### config.mk
export PLATFORM = sky130hd
export DESIGN_NAME = instruction_fetch_unit
export DESIGN_NICKNAME = d
export VERILOG_FILES = /design/src/rtl/fetch_pkg.sv /design/src/rtl/fetch_queue.sv /design/src/rtl/instruction_fetch_unit.sv
export SDC_FILE = /design/constraint.sdc
export NUM_CORES = 1
export LEC_CHECK = 0
export CAP_MARGIN = 20
export CORE_MARGIN = 8
export CORE_UTILIZATION = 60
export DETAILED_ROUTE_END_ITERATION = 10
export DONT_BUFFER_PORTS = 1
export GPL_ROUTABILITY_DRIVEN = 0
export PLACE_DENSITY = 0.72
export SYNTH_ARGS = -nofsm -noshare
export SYNTH_HDL_FRONTEND = slang
export SYNTH_SLANG_ARGS = --single-unit
### constraint.sdc
create_clock -name clk -period 5.3 [get_ports clk]
set_input_delay 1.06 -clock clk [delete_from_list [all_inputs] [get_ports clk]]
set_output_delay 1.06 -clock clk [all_outputs]
set_load 0.02 [all_outputs]
### src/rtl/fetch_pkg.sv
// Shared types and constants for the instruction fetch unit and its queue.
// Holds the fetch FSM encoding, the queue entry layout and a word-alignment helper.
package fetch_pkg;

  localparam logic [31:0] NOP_INSTR = 32'h0000_0013;

  typedef enum logic {
    RUN   = 1'b0,
    DRAIN = 1'b1
  } fetch_state_e;

  typedef struct packed {
    logic [31:0] pc;
    logic [31:0] instr;
  } fq_entry_t;

  function automatic logic [31:0] align_word(input logic [31:0] addr);
    return {addr[31:2], 2'b00};
  endfunction

endpackage

### src/rtl/fetch_queue.sv
// Small FIFO buffering fetched {pc, instr} pairs between the fetch unit and decode.
// Flush empties the queue and overrides any same-cycle push or pop.
module fetch_queue
  import fetch_pkg::*;
#(
  parameter int DEPTH = 2
) (
  input  logic                     clk,
  input  logic                     rst_n,
  input  logic                     flush_i,
  input  logic                     push_i,
  input  fq_entry_t                push_entry_i,
  input  logic                     pop_i,
  output logic [$clog2(DEPTH):0]   count_o,
  output logic                     head_valid_o,
  output fq_entry_t                head_o
);

  localparam int PW = $clog2(DEPTH);
  localparam logic [PW:0] FULL_CNT = (PW + 1)'(DEPTH);

  logic [PW-1:0] wr_ptr_q, wr_ptr_d;
  logic [PW-1:0] rd_ptr_q, rd_ptr_d;
  logic [PW:0]   count_q,  count_d;
  fq_entry_t     entries_q [DEPTH];

  logic do_push;
  logic do_pop;

  assign do_push = push_i && !flush_i && (count_q != FULL_CNT || do_pop);
  assign do_pop  = pop_i && !flush_i && (count_q != '0);

  always_comb begin
    wr_ptr_d = wr_ptr_q;
    rd_ptr_d = rd_ptr_q;
    count_d  = count_q;
    if (flush_i) begin
      wr_ptr_d = '0;
      rd_ptr_d = '0;
      count_d  = '0;
    end else begin
      if (do_push) wr_ptr_d = wr_ptr_q + PW'(1);
      if (do_pop)  rd_ptr_d = rd_ptr_q + PW'(1);
      if (do_push && !do_pop)      count_d = count_q + (PW + 1)'(1);
      else if (do_pop && !do_push) count_d = count_q - (PW + 1)'(1);
    end
  end

  always_ff @(posedge clk or negedge rst_n) begin
    if (!rst_n) begin
      wr_ptr_q <= '0;
      rd_ptr_q <= '0;
      count_q  <= '0;
    end else begin
      wr_ptr_q <= wr_ptr_d;
      rd_ptr_q <= rd_ptr_d;
      count_q  <= count_d;
    end
  end

  // Payload storage carries no reset; the head is masked whenever the queue is empty.
  always_ff @(posedge clk) begin
    if (do_push) entries_q[wr_ptr_q] <= push_entry_i;
  end

  assign count_o      = count_q;
  assign head_valid_o = (count_q != '0);

  always_comb begin
    head_o.pc    = 32'h0;
    head_o.instr = NOP_INSTR;
    if (count_q != '0) head_o = entries_q[rd_ptr_q];
  end

endmodule

### src/rtl/instruction_fetch_unit.sv
// Instruction fetch unit: owns the PC, issues one MMU read at a time and queues results
// for decode; redirects arriving during a miss are parked until the MMU access completes.
module instruction_fetch_unit
  import fetch_pkg::*;
#(
  parameter logic [31:0] RESET_PC = 32'h0000_0000,
  parameter int          QDEPTH   = 2
) (
  input  logic        clk,
  input  logic        reset,
  input  logic        redirect_valid,
  input  logic [31:0] redirect_pc,
  output logic [31:0] imem_addy,
  output logic        imem_ren,
  output logic        imem_wen,
  output logic [3:0]  imem_byte_sel,
  input  logic        imem_nostall,
  input  logic [31:0] imem_dataout,
  output logic        out_valid,
  input  logic        out_ready,
  output logic [31:0] out_instr,
  output logic [31:0] out_pc
);

  localparam int CW = $clog2(QDEPTH) + 1;
  localparam logic [CW-1:0] FULL_CNT = CW'(QDEPTH);

  fetch_state_e state_q, state_d;
  logic [31:0]  pc_q, pc_d;
  logic [31:0]  target_q, target_d;

  logic [CW-1:0] q_count;
  logic          q_valid;
  fq_entry_t     q_head;
  fq_entry_t     push_entry;
  logic          q_push;
  logic          q_flush;
  logic          q_pop;
  logic [31:0]   redir_pc;

  assign redir_pc      = align_word(redirect_pc);
  assign imem_addy     = pc_q;
  assign imem_wen      = 1'b0;
  assign imem_byte_sel = 4'b1111;

  always_comb begin
    state_d  = state_q;
    pc_d     = pc_q;
    target_d = target_q;
    q_push   = 1'b0;
    q_flush  = 1'b0;
    imem_ren = 1'b0;
    // A full queue blocks issue even if decode pops this cycle.
    if (reset) imem_ren = (state_q == DRAIN) ? 1'b1 : (q_count < FULL_CNT);

    case (state_q)
      RUN: begin
        if (redirect_valid) begin
          q_flush = 1'b1;
          if (imem_ren && !imem_nostall) begin
            target_d = redir_pc;
            state_d  = DRAIN;
          end else begin
            pc_d = redir_pc;
          end
        end else if (imem_ren && imem_nostall) begin
          q_push = 1'b1;
          pc_d   = pc_q + 32'd4;
        end
      end
      DRAIN: begin
        if (redirect_valid) begin
          q_flush  = 1'b1;
          target_d = redir_pc;
        end
        // The wrong-path word completing here is dropped; only the PC moves.
        if (imem_nostall) begin
          pc_d    = redirect_valid ? redir_pc : target_q;
          state_d = RUN;
        end
      end
      default: state_d = RUN;
    endcase
  end

  always_ff @(posedge clk or negedge reset) begin
    if (!reset) begin
      state_q  <= RUN;
      pc_q     <= RESET_PC;
      target_q <= 32'h0;
    end else begin
      state_q  <= state_d;
      pc_q     <= pc_d;
      target_q <= target_d;
    end
  end

  assign push_entry.pc    = pc_q;
  assign push_entry.instr = imem_dataout;
  assign q_pop            = q_valid && out_ready;

  fetch_queue #(
    .DEPTH(QDEPTH)
  ) u_queue (
    .clk          (clk),
    .rst_n        (reset),
    .flush_i      (q_flush),
    .push_i       (q_push),
    .push_entry_i (push_entry),
    .pop_i        (q_pop),
    .count_o      (q_count),
    .head_valid_o (q_valid),
    .head_o       (q_head)
  );

  assign out_valid = q_valid;
  assign out_instr = q_head.instr;
  assign out_pc    = q_head.pc;

endmodule
# Word level (Yosys, flattened, before mapping)
# Memory sizes are Yosys's and may differ from the RTL's.
# Cells that the tools add are included.
[word_totals] reg_bits=69 ramBits=128 output_inout_bits=103 elab_cells=69 mem_count=1
[classes] add_sub_neg=5 magnitude_cmp=1 eq_ne=6 muxes=29 bitwise_logic=1 n_reduce_logical=20
[memory_table] name="u_queue.entries_q" words=2 word_bits=64 read_ports=1 rd_clocked_by_memory_dff=0 wr=1 line="fetch_queue.sv:25" text="fq_entry_t entries_q [DEPTH];"
[op_table] op="$mux W32" count=7
[op_table] op="$pmux W32 S2" count=2
[op_table] op="$mux W64" count=1
[op_table] op="$add A32 B3 Y32 const B" count=1
[op_table] op="$mux W1" count=15
[op_table] op="$logic_and A1 B1 Y1" count=9
[op_table] op="$ne A2 B2 Y1 const B" count=4
[op_table] op="$mux W2" count=3
[op_table] op="$ne A3 B3 Y1 const B" count=2
[op_table] op="$reduce_bool A2 Y1" count=3
[op_table] op="$logic_not A1 Y1" count=4
[op_table] op="$reduce_and A3 Y1" count=1
[op_table] op="$reduce_bool A3 Y1" count=1
[op_table] op="$add A1 B1 Y1 const B" count=2
[op_table] op="$add A2 B1 Y2 const B" count=1
[op_table] op="$lt A2 B2 Y1 const B" count=1
[op_table] op="$pmux W1 S2" count=1
[op_table] op="$reduce_and A2 Y1" count=1
[op_table] op="$sub A2 B1 Y2 const B" count=1
[op_table] op="$logic_or A1 B1 Y1" count=1
[op_table] op="$not A1 Y1" count=1

# Longest topological paths before layout
[logic_depth] depth_word=14 depth_mapped=7 depth_no_buf=6

# Hierarchy
# A second synthesis with hierarchy kept.
[unflattened] cells_unflattened=668 area_unflattened_um2=8740.9
[by_module_without_submodules] module="fetch_queue" instances=1 cells_per_inst=297 area_each_um2=5091.1 seq_area_each_um2=3943.8
[by_module_without_submodules] module="instruction_fetch_unit" instances=1 cells_per_inst=371 area_each_um2=3649.8 seq_area_each_um2=1626.6

# Worst setup path after synthesis
# Ideal clock, no wire load.
[synth_path] kind="input-to-reg" start="in redirect_valid" end="mem u_queue.entries_q[0][0] (netlist name), enable pin" t_arrival_ns=4.531 setup_slack_ns=0.282 stages=5 cell_sequence="buf_6 > nor2_1 > nand3_1 > clkbuf_1 > nor2_1"
[synth_via] elab_chain_len=8
[synth_rtl] element="start: declaration" line="instruction_fetch_unit.sv:11" text="input logic redirect_valid,"
[synth_rtl] element="$mux W1" line="instruction_fetch_unit.sv:58, instruction_fetch_unit.sv:72"
[synth_rtl] element="$logic_not A1 Y1" line="fetch_queue.sv:30, fetch_queue.sv:31"
[synth_rtl] element="$logic_and A1 B1 Y1 (2 in series)" line="fetch_queue.sv:31" text="assign do_pop = pop_i && !flush_i && (count_q != '0);"
[synth_rtl] element="$logic_or A1 B1 Y1" line="fetch_queue.sv:30" text="assign do_push = push_i && !flush_i && (count_q != FULL_CNT || do_pop);"
[synth_rtl] element="$logic_and A1 B1 Y1 (*)" line="fetch_queue.sv:30"
[synth_rtl] element="$mux W1 (*)" line="fetch_queue.sv:63" text="if (do_push) entries_q[wr_ptr_q] <= push_entry_i;"
[synth_rtl] element="$mux W1 (implied by the code) (*)" line="fetch_queue.sv:63"
[synth_rtl] element="end: declaration" line="fetch_queue.sv:25"
# Mark *: on every way between the ends. The rest lies on a longest branch, timed or not.

# Final worst setup path
[layout_path] start="reg u_queue.count_q[1] (netlist: u_queue.count_o[1])" end="out out_instr[1]"
[layout_via] elab_chain_len=2
[layout_rtl] element="start: declaration" line="fetch_queue.sv:24" text="logic [PW:0] count_q, count_d;"
[layout_rtl] element="start signal: assignment" line="fetch_queue.sv:57" text="count_q <= count_d;"
[layout_rtl] element="$reduce_bool A2 Y1"
[layout_rtl] element="named net out_valid" line="instruction_fetch_unit.sv:19" text="output logic out_valid,"
[layout_rtl] element="$mux W64" line="fetch_queue.sv:72" text="if (count_q != '0) head_o = entries_q[rd_ptr_q];"
[layout_rtl] element="end: declaration" line="instruction_fetch_unit.sv:21" text="output logic [31:0] out_instr,"
# The timed path passes the listed nets, and every way through them passes these cells.

==> impl_metrics.yaml <==
worst_setup_path:
  worst-path-buf-inv: 2
  critPathRequiredTime_ns: 4.24
  end_kind: "output port"
  cpMaxStageDelayCell: "nor2_4"
  max_stage_delay_ns: 0.56
  path_delay_family: "simple AND/OR/NAND/NOR gates"
  r2r_setup_slack_ns: 1.98
  crit_type: "register to output port"
  start_kind: "register"
  cp.arrival_ns: 2.49
  crit_chain: "nor2_4 > buf_4 > inv_1 > nand2_1"
  critPathMaxFanout: 36
sta:
  rsz0062_at_grt: "false"
  final.period_utilization: 0.670
  maxSlewViolCount: 0
  hold_violations: 0
  setup_viol: 0
  max_slew_margin: 0.249
  finalCriticalPeriod_ns: 3.55
  max_freq_ghz: 0.282
  fin_skew_ns: 0.00595
  finalSetupTns_ns: 0
  worstMarginPinSlew_ns: 1.13
power_and_ir_drop:
  powerDensity_nw_per_um2: 379
  peakVddDrop_mv: 0.200
  p_leak_uw: 0.00316
floorplan:
  num_rows: 43
  die_h_um: 135
  die_x_um: 135
  num_io_pins: 172
  initial_core_util: 0.615
  dieArea_um2: 18300
  core-area_um2: 13900
yosys:
  syn_area_per_cell_um2: 13.3
  ys_types: 61
  synth_edf_count: 128
  netlist_instances: 644
  ys_ff_latch: 197
  yosys_most_used_dff: "edfxtp_1"
  yosysWarnings: 0
  netlist_area_um2: 8530
  async_reset_ff_frac: 0.350
  ys_seq_area_frac: 0.653
grt:
  grt-ovfl-total: 0
  grt_max_degree: 72
  grt_first_pass_wirelength_um: 28100
  antenna_found_initial: 0
  grt_pass1_vias: 4944
  grt_use_total: 0.199
route:
  wl_per_cell_um: 22.2
  vias: 5220
  via_per_inst: 6.36
  route.antenna.remaining_nets: 0
  wirelength_um: 18300
  initialDrtViolationCount: 362
  drc: 0
  firstDrtPassIters: 5
cells_and_area:
  areaGrowthSynthToFinish_pct: 7.98
  layout-drive-gt1-share: 0.129
  antenna_cells: 0
  final_cell_mix: "edfxtp_1, nor2_1, dfrtp_1"
  fin_nets: 700
  layout.cells.most_common: "edfxtp_1"
  fin_area_um2: 9210
clock_tree:
  clkTransAtPathRegs_ns: 0.07
  clk_path_buf_depth: 2
  cts_tree: "yes"
  post_cts_buffers: 0
  cts.sinks: 197
  clk_latency_ns: 0.42
  cts_buffers: 17
  ctsRootBufferMaster: "clkbuf_16"
  postCtsResizedCells: 0
  holdBufCountCts: 0
  h-tree-depth: 4
placement:
  portBuffers: 0
  dpl.hpwl_um: 12400
  place_area_um2: 8640
flow_run:
  maxCapViolCount: 0
status:
  status: "finished clean"
min_path:
  hold_class: "input pin to asynchronous set/reset pin"
-- kinds of logic after synthesis --
family,share of synthesized area
muxes,0.121
buffers and inverters,0.0302
and+or+nand+nor,0.0938
other,0.000880
xor gates and xnor gates,0.00411
adders and majority gates,0.00147
DFF,0.653
AOI/OAI and AO/OA,0.0960
-- Yosys cell counts (all sizes together), types with 2 or more instances --
library cell	number	area [µm²]
conb	2	7.51
nand2	23	88.8
clkbuf	22	82.6
mux2	31	349
and4	3	27.5
edfxtp	128	3840
a41oi	3	26.3
o2bb2ai	4	35.0
mux2i	68	681
a22oi	9	67.6
a21oi	18	90.1
o211ai	3	22.5
and3	7	48.8
inv	10	37.5
a221oi	7	61.3
nor4	5	61.3
xor2	3	26.3
nor2b	2	12.5
nor3	2	10.0
a22o	5	43.8
o31a	5	43.8
nand3	10	60.1
buf	21	138
dfrtp	69	1730
a31oi	9	56.3
o41a	2	23.8
o21ai	46	230
nand4	6	65.1
nor2	94	355
o22ai	6	37.5
and2	4	25.0
a222oi	2	20.0
-- path summary, 6_finish.rpt --
kind                                     from                       end  depth (start not counted)
setup / recovery           u_queue.count_o[1]              out_instr[1]                          4
setup reg to reg                      state_q  u_queue.entries_q[1][57]                          4
hold / removal                          reset               target_q[2]                          0
min in group clk                  target_q[1]               target_q[1]                          1
max in group asynchronous               reset          u_queue.rd_ptr_q                          0
hold reg to reg                   target_q[1]               target_q[1]                          1
-- per-layer routing --
metal	part of all wire	track usage	vias to the layer above
li1	-	-	2373
met1	0.40	0.249	2606
met2	0.48	0.308	226
met3	0.11	0.0820	15
met4	0.011	0.0679	0
met5	0	0	-
-- state kept, by name, indices dropped and copies added, names as in the netlist --
register,count
imem_addy,32
state_q,1
target_q,32
u_queue.count_o,2
u_queue.entries_q,128
u_queue.rd_ptr_q,1
u_queue.wr_ptr_q,1
-- report_power, final --
group / leakage [µW] / internal, µW / switching (µW) / total (µW)
logic: 0.000886 / 118 / 144 / 261
registers: 0.00201 / 1770 / 210 / 1980
clock network: 0.000260 / 730 / 515 / 1240
total: 0.00316 / 2620 / 868 / 3490
-- final cells by class --
class                      instances  area [µm²]
clock inverter                    11         136
sequential                       197        5570
tap                              180         225
inverter                          10        37.5
fill                            1054        4670
multi-input combinational        397        2760
timing repair buffer               7        52.6
clock buffer                      19         433
-- stage by stage --
stage | power [µW] | std cells | hold slack (ns) | utilization | setup WS (ns)
6_report | 3490 | 821 | 0.329 | 0.664 | 1.75
2_1_floorplan | 2190 | 647 | 0.445 | - | 0.282
3_3_place_gp | 2260 | 791 | 0.463 | 0.623 | 1.72
5_1_grt | 3610 | 821 | 0.307 | 0.664 | 1.57
3_5_place_dp | 2280 | 791 | 0.465 | 0.623 | 1.66
4_1_cts | 3520 | 821 | 0.308 | 0.664 | 1.68
Power figures use the tool's default switching activity.
